## src/rtl/processing_unit_mc_if.sv

```systemverilog
// Request/result bundle for processing_unit_mc: operands and opcode in,
// registered results, status flags and the busy/done handshake out.
interface processing_unit_mc_if #(
   parameter int WIDTH = 8
);
   logic             start;
   logic [WIDTH-1:0] data_a;
   logic [WIDTH-1:0] data_b;
   logic [7:0]       operation;
   logic [WIDTH-1:0] result_data;
   logic [WIDTH-1:0] result_hi;
   logic             overflow;
   logic             div_zero;
   logic             busy;
   logic             done;

   modport master (
      output start, data_a, data_b, operation,
      input  result_data, result_hi, overflow, div_zero, busy, done
   );

   modport slave (
      input  start, data_a, data_b, operation,
      output result_data, result_hi, overflow, div_zero, busy, done
   );
endinterface

```

## src/rtl/processing_unit_mc.sv

```systemverilog
// Multi-cycle WIDTH-bit processing unit: add/sub/and/or in one cycle, shift-add
// multiply and restoring divide one bit per clock. Define PU_SATURATE_EN for saturating results.
module processing_unit_mc #(
   parameter int WIDTH = 8
) (
   input logic                 reset,
   input logic                 clock,
   processing_unit_mc_if.slave bus
);
   localparam int CW = $clog2(WIDTH + 1);
   localparam logic [7:0] OP_ADD = 8'h2B;
   localparam logic [7:0] OP_SUB = 8'h2D;
   localparam logic [7:0] OP_MUL = 8'h2A;
   localparam logic [7:0] OP_DIV = 8'h2F;
   localparam logic [7:0] OP_AND = 8'h26;
   localparam logic [7:0] OP_OR  = 8'h7C;
`ifdef PU_SATURATE_EN
   localparam bit SATURATE = 1'b1;
`else
   localparam bit SATURATE = 1'b0;
`endif

   typedef enum logic [1:0] {IDLE, MUL, DIV} state_t;

   state_t           r_state;
   logic [WIDTH-1:0] r_a, r_b, r_hi, r_lo;
   logic [CW-1:0]    r_cnt;
   logic [WIDTH-1:0] r_result, r_resultHi;
   logic             r_overflow, r_divZero, r_busy, r_done;

   logic [WIDTH:0]   w_sum, w_diff, w_mulSum, w_divShift;
   logic [WIDTH-1:0] w_mulHi, w_mulLo, w_mulRes, w_divRem, w_divQuot;
   logic [WIDTH-1:0] w_immRes, w_immHi;
   logic             w_immOvf, w_immDz, w_toMul, w_toDiv, w_divGe, w_lastIter;

   // Single-cycle results straight from the inputs, plus one multiply/divide step
   // on the working registers. r_hi/r_lo hold {product high, multiplier} or {remainder, dividend}.
   always_comb begin
      w_sum      = {1'b0, bus.data_a} + {1'b0, bus.data_b};
      w_diff     = {1'b0, bus.data_a} - {1'b0, bus.data_b};
      w_mulSum   = {1'b0, r_hi} + (r_lo[0] ? {1'b0, r_a} : '0);
      w_mulHi    = w_mulSum[WIDTH:1];
      w_mulLo    = {w_mulSum[0], r_lo[WIDTH-1:1]};
      w_mulRes   = (SATURATE && (w_mulHi != '0)) ? '1 : w_mulLo;
      w_divShift = {r_hi, r_lo[WIDTH-1]};
      w_divGe    = (w_divShift >= {1'b0, r_b});
      w_divRem   = w_divGe ? WIDTH'(w_divShift - {1'b0, r_b}) : w_divShift[WIDTH-1:0];
      w_divQuot  = {r_lo[WIDTH-2:0], w_divGe};
      w_lastIter = (r_cnt == CW'(WIDTH - 1));

      w_immRes = '0;
      w_immHi  = '0;
      w_immOvf = 1'b0;
      w_immDz  = 1'b0;
      w_toMul  = 1'b0;
      w_toDiv  = 1'b0;
      case (bus.operation)
         OP_ADD: begin
            w_immRes = (SATURATE && w_sum[WIDTH]) ? '1 : w_sum[WIDTH-1:0];
            w_immOvf = w_sum[WIDTH];
         end
         OP_SUB: begin
            w_immRes = (SATURATE && w_diff[WIDTH]) ? '0 : w_diff[WIDTH-1:0];
            w_immOvf = w_diff[WIDTH];
         end
         OP_AND: w_immRes = bus.data_a & bus.data_b;
         OP_OR:  w_immRes = bus.data_a | bus.data_b;
         OP_MUL: w_toMul = 1'b1;
         OP_DIV: begin
            if (bus.data_b == '0) begin
               w_immRes = '1;
               w_immHi  = bus.data_a;
               w_immDz  = 1'b1;
            end else begin
               w_toDiv = 1'b1;
            end
         end
         default: ;
      endcase
   end

   // Control FSM. Visible results only change on completion, so iterations never leak out.
   always_ff @(posedge clock or negedge reset) begin
      if (!reset) begin
         r_state    <= IDLE;
         r_a        <= '0;
         r_b        <= '0;
         r_hi       <= '0;
         r_lo       <= '0;
         r_cnt      <= '0;
         r_result   <= '0;
         r_resultHi <= '0;
         r_overflow <= 1'b0;
         r_divZero  <= 1'b0;
         r_busy     <= 1'b0;
         r_done     <= 1'b0;
      end else begin
         r_done <= 1'b0;
         case (r_state)
            IDLE: begin
               if (bus.start) begin
                  r_a   <= bus.data_a;
                  r_b   <= bus.data_b;
                  r_cnt <= '0;
                  if (w_toMul) begin
                     r_hi    <= '0;
                     r_lo    <= bus.data_b;
                     r_busy  <= 1'b1;
                     r_state <= MUL;
                  end else if (w_toDiv) begin
                     r_hi    <= '0;
                     r_lo    <= bus.data_a;
                     r_busy  <= 1'b1;
                     r_state <= DIV;
                  end else begin
                     r_result   <= w_immRes;
                     r_resultHi <= w_immHi;
                     r_overflow <= w_immOvf;
                     r_divZero  <= w_immDz;
                     r_done     <= 1'b1;
                  end
               end
            end
            MUL: begin
               r_hi  <= w_mulHi;
               r_lo  <= w_mulLo;
               r_cnt <= r_cnt + CW'(1);
               if (w_lastIter) begin
                  r_result   <= w_mulRes;
                  r_resultHi <= w_mulHi;
                  r_overflow <= (w_mulHi != '0);
                  r_divZero  <= 1'b0;
                  r_busy     <= 1'b0;
                  r_done     <= 1'b1;
                  r_state    <= IDLE;
               end
            end
            DIV: begin
               r_hi  <= w_divRem;
               r_lo  <= w_divQuot;
               r_cnt <= r_cnt + CW'(1);
               if (w_lastIter) begin
                  r_result   <= w_divQuot;
                  r_resultHi <= w_divRem;
                  r_overflow <= 1'b0;
                  r_divZero  <= 1'b0;
                  r_busy     <= 1'b0;
                  r_done     <= 1'b1;
                  r_state    <= IDLE;
               end
            end
            default: r_state <= IDLE;
         endcase
      end
   end

   assign bus.result_data = r_result;
   assign bus.result_hi   = r_resultHi;
   assign bus.overflow    = r_overflow;
   assign bus.div_zero    = r_divZero;
   assign bus.busy        = r_busy;
   assign bus.done        = r_done;
endmodule

```

## src/flat_wrapper.sv

```systemverilog
// flat-port wrapper written by rule: the top's interface ports become plain ports
module processing_unit_mc_flat 
#(
   parameter int WIDTH = 8
)
  (reset, clock, bus_start, bus_data_a, bus_data_b, bus_operation, bus_result_data, bus_result_hi, bus_overflow, bus_div_zero, bus_busy, bus_done);
  processing_unit_mc_if #(.WIDTH(WIDTH)) bus_i ();
  input logic reset;
  input logic clock;
  input wire logic [$bits(bus_i.start)-1:0] bus_start;
  input wire logic [$bits(bus_i.data_a)-1:0] bus_data_a;
  input wire logic [$bits(bus_i.data_b)-1:0] bus_data_b;
  input wire logic [$bits(bus_i.operation)-1:0] bus_operation;
  output wire logic [$bits(bus_i.result_data)-1:0] bus_result_data;
  output wire logic [$bits(bus_i.result_hi)-1:0] bus_result_hi;
  output wire logic [$bits(bus_i.overflow)-1:0] bus_overflow;
  output wire logic [$bits(bus_i.div_zero)-1:0] bus_div_zero;
  output wire logic [$bits(bus_i.busy)-1:0] bus_busy;
  output wire logic [$bits(bus_i.done)-1:0] bus_done;
  assign bus_i.start = bus_start;
  assign bus_i.data_a = bus_data_a;
  assign bus_i.data_b = bus_data_b;
  assign bus_i.operation = bus_operation;
  assign bus_result_data = bus_i.result_data;
  assign bus_result_hi = bus_i.result_hi;
  assign bus_overflow = bus_i.overflow;
  assign bus_div_zero = bus_i.div_zero;
  assign bus_busy = bus_i.busy;
  assign bus_done = bus_i.done;
  processing_unit_mc #(.WIDTH(WIDTH)) u_core (.reset(reset), .clock(clock), .bus(bus_i));
endmodule
```

## config.mk

```make
export PLATFORM = sky130hd
export DESIGN_NAME = processing_unit_mc_flat
export DESIGN_NICKNAME = d
export VERILOG_FILES = /design/src/rtl/processing_unit_mc_if.sv /design/src/rtl/processing_unit_mc.sv /design/src/flat_wrapper.sv
export SDC_FILE = /design/constraint.sdc
export NUM_CORES = 1
export LEC_CHECK = 0
export CAP_MARGIN = 20
export CELL_PAD_IN_SITES_DETAIL_PLACEMENT = 0
export CELL_PAD_IN_SITES_GLOBAL_PLACEMENT = 1
export CORE_MARGIN = 4
export CORE_UTILIZATION = 35
export CTS_CLUSTER_DIAMETER = 60
export DETAILED_ROUTE_END_ITERATION = 7
export PLACE_DENSITY_LB_ADDON = 0.2
export RECOVER_POWER = 25
export SLEW_MARGIN = 10
export SYNTH_ARGS = -nofsm -noshare
export SYNTH_HDL_FRONTEND = slang
export SYNTH_SLANG_ARGS = --single-unit
```

## constraint.sdc

```tcl
create_clock -name clock -period 2.9 [get_ports clock]
set_clock_uncertainty 0.1 [all_clocks]
set_input_delay 0.29 -clock clock [delete_from_list [all_inputs] [get_ports clock]]
set_output_delay 0.29 -clock clock [all_outputs]
set_load 0.03 [all_outputs]
```

# ---- Word level (Yosys, flattened, before mapping)
# Cells that the tools add are included.
dict set report op_classes {
  add_sub_neg 5
  order_cmp 1
  eq_ne 16
  muxes 58
  bitwise 2
  reduce_logical 13
}
# operator count
set ops {}
lappend ops {{8-bit 2-to-1 mux} 21}
lappend ops {{8-bit one-hot mux with 3 select lines} 4}
lappend ops {{8-bit by 6-bit equality test with 1-bit output, second input constant} 5}
lappend ops {{8-bit one-hot mux with 5 select lines} 1}
lappend ops {{1-bit 2-to-1 mux} 20}
lappend ops {{8-bit by 8-bit adder with 9-bit output} 2}
lappend ops {{9-bit by 8-bit greater-or-equal comparator with 1-bit output} 1}
lappend ops {{8-bit by 8-bit subtractor with 9-bit output} 1}
lappend ops {{8-bit AND} 1}
lappend ops {{8-bit by 7-bit equality test with 1-bit output, second input constant} 1}
lappend ops {{8-bit zero test} 1}
lappend ops {{2-bit 2-to-1 mux} 4}
lappend ops {{8-bit bitwise OR} 1}
lappend ops {{1-bit one-hot mux with 2 select lines} 4}
lappend ops {{4-bit one-hot mux with 2 select lines} 1}
lappend ops {{8-bit nonzero test} 1}
lappend ops {{8-bit subtractor} 1}
lappend ops {{2-bit by 1-bit inequality test with 1-bit output, second input constant} 3}
lappend ops {{2-bit inequality test, second input constant} 3}
lappend ops {{3-bit AND reduction} 2}
lappend ops {{6-bit AND reduction} 1}
lappend ops {{5-bit AND reduction} 1}
lappend ops {{4-bit by 1-bit adder with 4-bit output, second input constant} 1}
lappend ops {{4-bit by 3-bit equality test with 1-bit output, second input constant} 1}
lappend ops {{other kinds (12)} 13}
dict set report totals {
  reg_bits 58
  inputBits 27
  output_inout_bits 20
  word_cells 107
}

# ---- Depth between registers and ports, before layout
# Gate-level depths: netlist of the first run.
dict set report logic_depth {
  word_depth 7
  mapped_depth 11
  depth_no_buf 10
}

# ---- Worst setup path before layout of the first run
# No wires, ideal clock.
dict set report synth_timing {
  kind {flip-flop to flip-flop}
  start {register u_core.r_lo[0]}
  end {register u_core.r_overflow, in the netlist u_core.bus.overflow}
  setup_time_ns 0.121
  arrival_ns 2.362
  setup_slack_ns 0.317
  stages_incl_launch_ff 11
  n_path_buf 1
  path_cell_list {dfrtp_1 > clkbuf_1 > and2_1 > ha_1 > a21o_1 > and4_1 > or2_2 > a31oi_1 > mux2i_1 > nand4_1 > o22a_1}
}
dict set report synth_via {
  elab_chain_len 5
}
# item line_no
set synth_rtl {}
lappend synth_rtl {{start, declared} processing_unit_mc.sv:26} ;# logic [WIDTH-1:0] r_a, r_b, r_hi, r_lo;
lappend synth_rtl {{start signal, assigned} processing_unit_mc.sv:107} ;# r_lo <= bus.data_b;
lappend synth_rtl {{start signal, assigned} processing_unit_mc.sv:112} ;# r_lo <= bus.data_a;
lappend synth_rtl {{start signal, assigned} processing_unit_mc.sv:126} ;# r_lo <= w_mulLo;
lappend synth_rtl {{8-bit 2-to-1 mux} processing_unit_mc.sv:41} ;# w_mulSum = {1'b0, r_hi} + (r_lo[0] ? {1'b0, r_a} : '0);
lappend synth_rtl {{8-bit by 8-bit adder with 9-bit output} processing_unit_mc.sv:41}
lappend synth_rtl {{8-bit nonzero test} processing_unit_mc.sv:131} ;# r_overflow <= (w_mulHi != '0);
lappend synth_rtl {{1-bit 2-to-1 mux} processing_unit_mc.sv:128} ;# if (w_lastIter) begin
lappend synth_rtl {{1-bit one-hot mux with 3 select lines} processing_unit_mc.sv:99} ;# case (r_state)
lappend synth_rtl {{end signal, assigned} processing_unit_mc.sv:118} ;# r_overflow <= w_immOvf;
lappend synth_rtl {{end signal, assigned} processing_unit_mc.sv:131}
lappend synth_rtl {{end, declared} processing_unit_mc.sv:29} ;# logic r_overflow, r_divZero, r_busy, r_done;
# Every way passes these cells. The select of a mux whose other input is x is not followed.
# A chain may end at the register's enable or synchronous reset.

# ---- Final worst setup path of the first run
# Same ends and word-level chain as after synthesis.

==> results.json, run 1 <==
{
  "drtPass1Iterations": 5,
  "area_delta_synth_final_pct": 28.1,
  "port_buffers": 46,
  "synth_area_leaders": "dfrtp_1, ha_1, a21oi_1",
  "ys_ff_latch": 58,
  "top_level_ports": 47,
  "drt_iter0_drc": 322,
  "netlist_instances": 590,
  "cp-end-kind": "flip-flop",
  "overflow": 0,
  "numCtsBuffers": 9,
  "drive_above_1_share_pct": 14.9,
  "fin_crit_sh_pct": 95.0,
  "grt_max_degree": 34,
  "worst_ep_arrival_time_ns": 2.88,
  "cts.sinks": 58,
  "synthFlopType": "dfrtp_1",
  "nets": 758,
  "h-tree-depth": 3,
  "dpl_cell_area_mm2": 0.00586,
  "start_kind": "flip-flop",
  "num_rows": 42,
  "core_mm2": 0.0134,
  "cts_tree": "built",
  "die_x_um": 126,
  "worstHoldPathType": "reg -> reg",
  "route.vias.total": 4699,
  "grt_pass1_vias": 4623,
  "clkTransAtPathRegs_ns": 0.05,
  "synth_area_mm2": 0.00484,
  "tightestPinTransition_ns": 1.58,
  "cts_root_buf": "clkbuf_16",
  "avgViaCountPerCell": 5.46,
  "worstPathCellList": "and2_1 > ha_1 > fa_1 > a211o_1 > a21oi_1 > o211ai_1 > o21a_1 > o21bai_1 > a41oi_1 > o22a_1",
  "synth_top_area_cell": "dfrtp_1",
  "wl_um": 16000,
  "synth_edf_count": 0,
  "synth_cell_types": 61,
  "crit_fanout": 6,
  "violations": "max-capacitance violations, max-slew violations",
  "post-cts-setup-buffers": 0,
  "fmax_ghz": 0.363,
  "whs_ns": 0.378,
  "layout_common_cells": "nand2_1, nor2_1, buf_4, dfrtp_1, a21oi_1",
  "ir_worst_vdd_uv": 280,
  "fin_area_mm2": 0.00620,
  "syn_area_per_cell_um2": 8.20,
  "power_leakage_nw": 2.74,
  "die_y_um": 126,
  "initial_core_util_pct": 36.1,
  "nFillCells": 1338,
  "drv_cap": 1,
  "drtAntennaViolNets": 0,
  "crit_type": "reg -> reg",
  "final_common_cell": "nand2_1",
  "diodes": 0,
  "rsz0062_at_grt": "no",
  "yosys_warnings": 0,
  "dp_hpwl_um": 12900,
  "clock_latency_ns": 0.34,
  "async_flop_share_pct": 100,
  "setup_viol": 0,
  "status": "finished with violations",
  "gp_congestion": 0.949,
  "finalCriticalPeriod_ns": 2.76,
  "synth_top_area_share_pct": 30.0,
  "wl_per_cell_um": 18.5,
  "timing.slew.headroom_pct": -5.03,
  "slowest_delay_ns": 0.45,
  "cpMaxStageDelayCell": "dfrtp_2",
  "worstPathRequired_ns": 3.03,
  "route.detailed.drc": 0,
  "dieArea_mm2": 0.0158,
  "grt_pass1_wl_um": 25500,
  "track_usage_pct": 20.5,
  "cts_buffer_depth": 2,
  "syn_nets": 668,
  "antenna_found_initial": 0,
  "power_density_mw_per_mm2": 803,
  "final_max_slew_viol_count": 27,
  "ys_seq_area_share_pct": 30.0,
  "hold_viol": 0
}
-- Yosys cell counts (all sizes together) (5+ instances only) --
cell type and instances:
buf 9, ha 47, nand4 5, inv 41, xnor2 12, nor2 57
nor2b 8, nor3 11, o21a 9, clkbuf 19, nand3 11, nand2 70
a41oi 6, dfrtp 58, a22o 5, and2 13, a21oi 59, o21ai 42
o211ai 7, a221oi 8, o21bai 5, a31oi 15, a211oi 6
-- stage by stage --
| step | setup TNS (ns) | util, % | setup slack, ns | power [W] | instances |
|---|---|---|---|---|---|
| global route | 0 | 46.3 | 0.0106 | 0.00534 | 861 |
| finish | 0 | 46.3 | 0.144 | 0.00498 | 861 |
| global placement | -0.00594 | 43.7 | -0.00594 | 0.00377 | 844 |
| floorplan | 0 | - | 0.317 | 0.00299 | 590 |
| CTS | 0 | 46.2 | 0.142 | 0.00499 | 861 |
| detailed placement | -0.0406 | 43.7 | -0.0406 | 0.00382 | 844 |
-- flip-flops by register name, summed over array words and instances (netlist names) --
register	count
u_core.bus.overflow	1
u_core.r_b	8
u_core.r_cnt	4
u_core.bus.div_zero	1
u_core.bus.result_data	8
u_core.r_lo	8
u_core.bus.done	1
u_core.r_a	8
u_core.r_hi	8
u_core.r_state	2
u_core.bus.busy	1
u_core.bus.result_hi	8
-- path summary, 6_finish.rpt --
check | start | to | slack (ns) | cells past startpoint
hold reg to reg | u_core.r_a[7] | u_core.r_a[7] | 0.38 | 2
max in group asynchronous | reset | u_core.r_b[4] | 0.73 | 3
setup reg to reg | u_core.r_lo[0] | u_core.bus.overflow | 0.14 | 10
hold / removal | u_core.r_a[7] | u_core.r_a[7] | 0.38 | 2
min in group asynchronous | reset | u_core.r_b[1] | 0.78 | 2
setup / recovery | u_core.r_lo[0] | u_core.bus.overflow | 0.14 | 10
-- repair_timing --
item                                    in CTS  in global routing
endpoints found under the setup margin       0                  5
hold buffers                                 1                  0
endpoints found under the hold margin       24                  0
gates resized for setup                      0                  3
-- critical path: cells and delay by family, from the launching register on --
family | cells | cell delay (ns)
compound gates | 7 | 1.33
fa+ha+maj | 2 | 0.61
flops | 1 | 0.45
simple gates | 1 | 0.15
-- where the power goes --
part | internal (W) | switching [W] | leakage [nW]
Combinational | 0.00110 | 0.00141 | 1.88
Sequential | 0.00107 | 0.000247 | 0.706
Clock | 0.000772 | 0.000378 | 0.156
-- routing by layer --
metal	share of wire, %	vias to the layer above	global-route usage, %	wire [um]
met5	0	-	0	0
met3	5.3	17	4.22	844
met1	48	2269	29.5	7680
li1	-	2290	-	-
met2	45	123	31.0	7150
met4	1.8	0	5.87	293
-- area by class of cell --
| type | instances | area [um2] | area share [%] |
|---|---|---|---|
| flip-flops and latches | 58 | 1450 | 23.4 |
| clock buffers | 11 | 243 | 3.92 |
| well taps | 176 | 220 | 3.55 |
| clock inverters | 5 | 77.6 | 1.25 |
| multi-input cells | 463 | 3120 | 50.3 |
| inverters | 41 | 154 | 2.48 |
| repair buffers | 107 | 937 | 15.1 |
-- logic make-up after synthesis --
group,share of synthesized area (%)
xor gates and xnor gates,2.90
DFF,30.0
buffers and inverters,5.87
adders and majority gates,13.8
AOI/OAI and AO/OA,27.2
muxes,1.06
and+or+nand+nor,19.2
No activity file was read; power rests on OpenSTA's default activity.
==> inputs of run 2 (changes only) <==
SKIP_LAST_GASP = 1   (was not set)
==> results of run 2 <==
Final layout, timing and power as in run 1 (identical DEF).
==> inputs of run 3 (changes only) <==
PLACE_DENSITY = 0.77   (was not set)
PLACE_DENSITY_LB_ADDON = not set   (was 0.2)
==> run 3 against run 2 <==
The flow still finishes with violations (max-capacitance violations, max-slew violations). Routed wire length shrank 4.8%. Flip-flop and latch count is the same. Utilization is 1.1 points lower. Sequential power about the same. First-iteration DRC count increased by 28%. Combinational power hardly changed. Count of clock-buffer cells in the layout is the same. Non-clock buffer count fell by 13. Critical path depth unchanged. Cell area is 2.4% lower. Via count fell by 0.72%.
==> results.json, run 3 (same netlist as run 1, synthesis figures left out) <==
{
  "route.detailed.drc": 0,
  "wl_per_cell_um": 17.9,
  "cts_root_buf": "clkbuf_16",
  "grt_pass1_wl_um": 25400,
  "cp-end-kind": "flip-flop",
  "final_common_cell": "nand2_1",
  "port_buffers": 46,
  "ctsHoldBuffers": 0,
  "start_kind": "flip-flop",
  "track_usage_pct": 19.8,
  "ir_worst_vdd_uv": 373,
  "grt_pass1_vias": 4628,
  "power_density_mw_per_mm2": 793,
  "cts_buffer_depth": 2,
  "dieArea_mm2": 0.0158,
  "drv_cap": 1,
  "status": "finished with violations",
  "cts_tree": "built",
  "worstHoldPathType": "reg -> reg",
  "fin_crit_sh_pct": 95.6,
  "clock_latency_ns": 0.33,
  "preCtsSetupSlack_ns": -0.0473,
  "h-tree-depth": 3,
  "gp_congestion": 0.936,
  "setup_viol": 0,
  "worst_ep_arrival_time_ns": 2.88,
  "violations": "max-capacitance violations, max-slew violations",
  "core_mm2": 0.0134,
  "tightestPinTransition_ns": 2.22,
  "finalCriticalPeriod_ns": 2.77,
  "crit_fanout": 6,
  "diodes": 0,
  "area_delta_synth_final_pct": 25.0,
  "regToRegSetupSlack_ns": 0.13,
  "numCtsBuffers": 9,
  "rsz0062_at_grt": "no",
  "nFillCells": 1340,
  "drtAntennaViolNets": 0,
  "die_x_um": 126,
  "crit_type": "reg -> reg",
  "antenna_found_initial": 0,
  "post-cts-setup-buffers": 0,
  "power_leakage_nw": 2.65,
  "dp_hpwl_um": 12200,
  "worstPathRequired_ns": 3.01,
  "hold_viol": 0,
  "drt_iter0_drc": 413,
  "clkTransAtPathRegs_ns": 0.05,
  "route.vias.total": 4665,
  "drive_above_1_share_pct": 13.0,
  "fin_area_mm2": 0.00605,
  "post_cts_resized": 0,
  "fmax_ghz": 0.361,
  "cts.sinks": 58,
  "nets": 745,
  "die_y_um": 126,
  "num_rows": 42,
  "avgViaCountPerCell": 5.51,
  "grt_max_degree": 41,
  "top_level_ports": 47,
  "final_max_slew_viol_count": 41,
  "timing.slew.headroom_pct": -48.3,
  "layout_common_cells": "nand2_1, dfrtp_1, nor2_1, a21oi_1, ha_1",
  "drtPass1Iterations": 5,
  "initial_core_util_pct": 36.1,
  "wl_um": 15200,
  "overflow": 0,
  "dpl_cell_area_mm2": 0.00577,
  "setup_slack_ns": 0.128
}
## run 3: routing by layer
| layer | part of all wire (%) | up-vias | GRT usage [%] |
|---|---|---|---|
| li1 | - | 2259 | - |
| met1 | 49 | 2253 | 29.1 |
| met2 | 45 | 136 | 30.6 |
| met3 | 5.2 | 17 | 3.28 |
| met4 | 0.95 | 0 | 4.34 |
| met5 | 0 | - | 0 |
## run 3: power breakdown
| group | internal, W | switching, W | leakage, nW | total, W |
|---|---|---|---|---|
| registers | 0.00107 | 0.000261 | 0.707 | 0.00133 |
| clock network | 0.000617 | 0.000371 | 0.130 | 0.000988 |
| logic | 0.00109 | 0.00140 | 1.82 | 0.00248 |
| total | 0.00277 | 0.00203 | 2.65 | 0.00480 |
## run 3: cell type report
class | instances | area [um2] | area share, %
tap | 176 | 220 | 3.64
timing repair buffer | 94 | 840 | 13.9
clock buffer | 11 | 253 | 4.18
multi-input combinational | 463 | 3100 | 51.3
clock inverter | 4 | 27.5 | 0.455
sequential | 58 | 1450 | 24.0
inverter | 41 | 154 | 2.54
## run 3: per-stage QoR
stage	instances	setup TNS, ns	total power [W]	util [%]	hold WS (ns)
after floorplan	590	0	0.00299	-	-0.106
after global placement	832	-0.0417	0.00373	43.1	0.360
after detailed placement	832	-0.122	0.00379	43.1	0.368
after CTS	847	0	0.00480	45.2	0.0368
after global routing	847	0	0.00515	45.1	0.407
final	847	0	0.00480	45.1	0.379
## run 3: path summary, 6_finish.rpt
| path | depth (start not counted) | to | start |
|---|---|---|---|
| min in group asynchronous | 1 | u_core.bus.result_hi[3] | reset |
| worst max-delay path | 10 | u_core.bus.overflow | u_core.r_lo[0] |
| max in group asynchronous | 1 | u_core.bus.overflow | reset |
| worst max register to register | 10 | u_core.bus.overflow | u_core.r_lo[0] |
| worst min-delay path | 2 | u_core.r_b[3] | u_core.r_b[3] |
| worst min register to register | 2 | u_core.r_b[3] | u_core.r_b[3] |
## run 3: worst max-delay path, stage by stage, from the launching register on
cell	delay, ns
dfrtp_1	0.44
buf_4	0.19
and2_1	0.16
ha_1	0.34
a21oi_1	0.18
nand2_1	0.09
or2_2	0.35
a31oi_1	0.23
mux2i_1	0.30
nand4_1	0.12
o22a_1	0.17
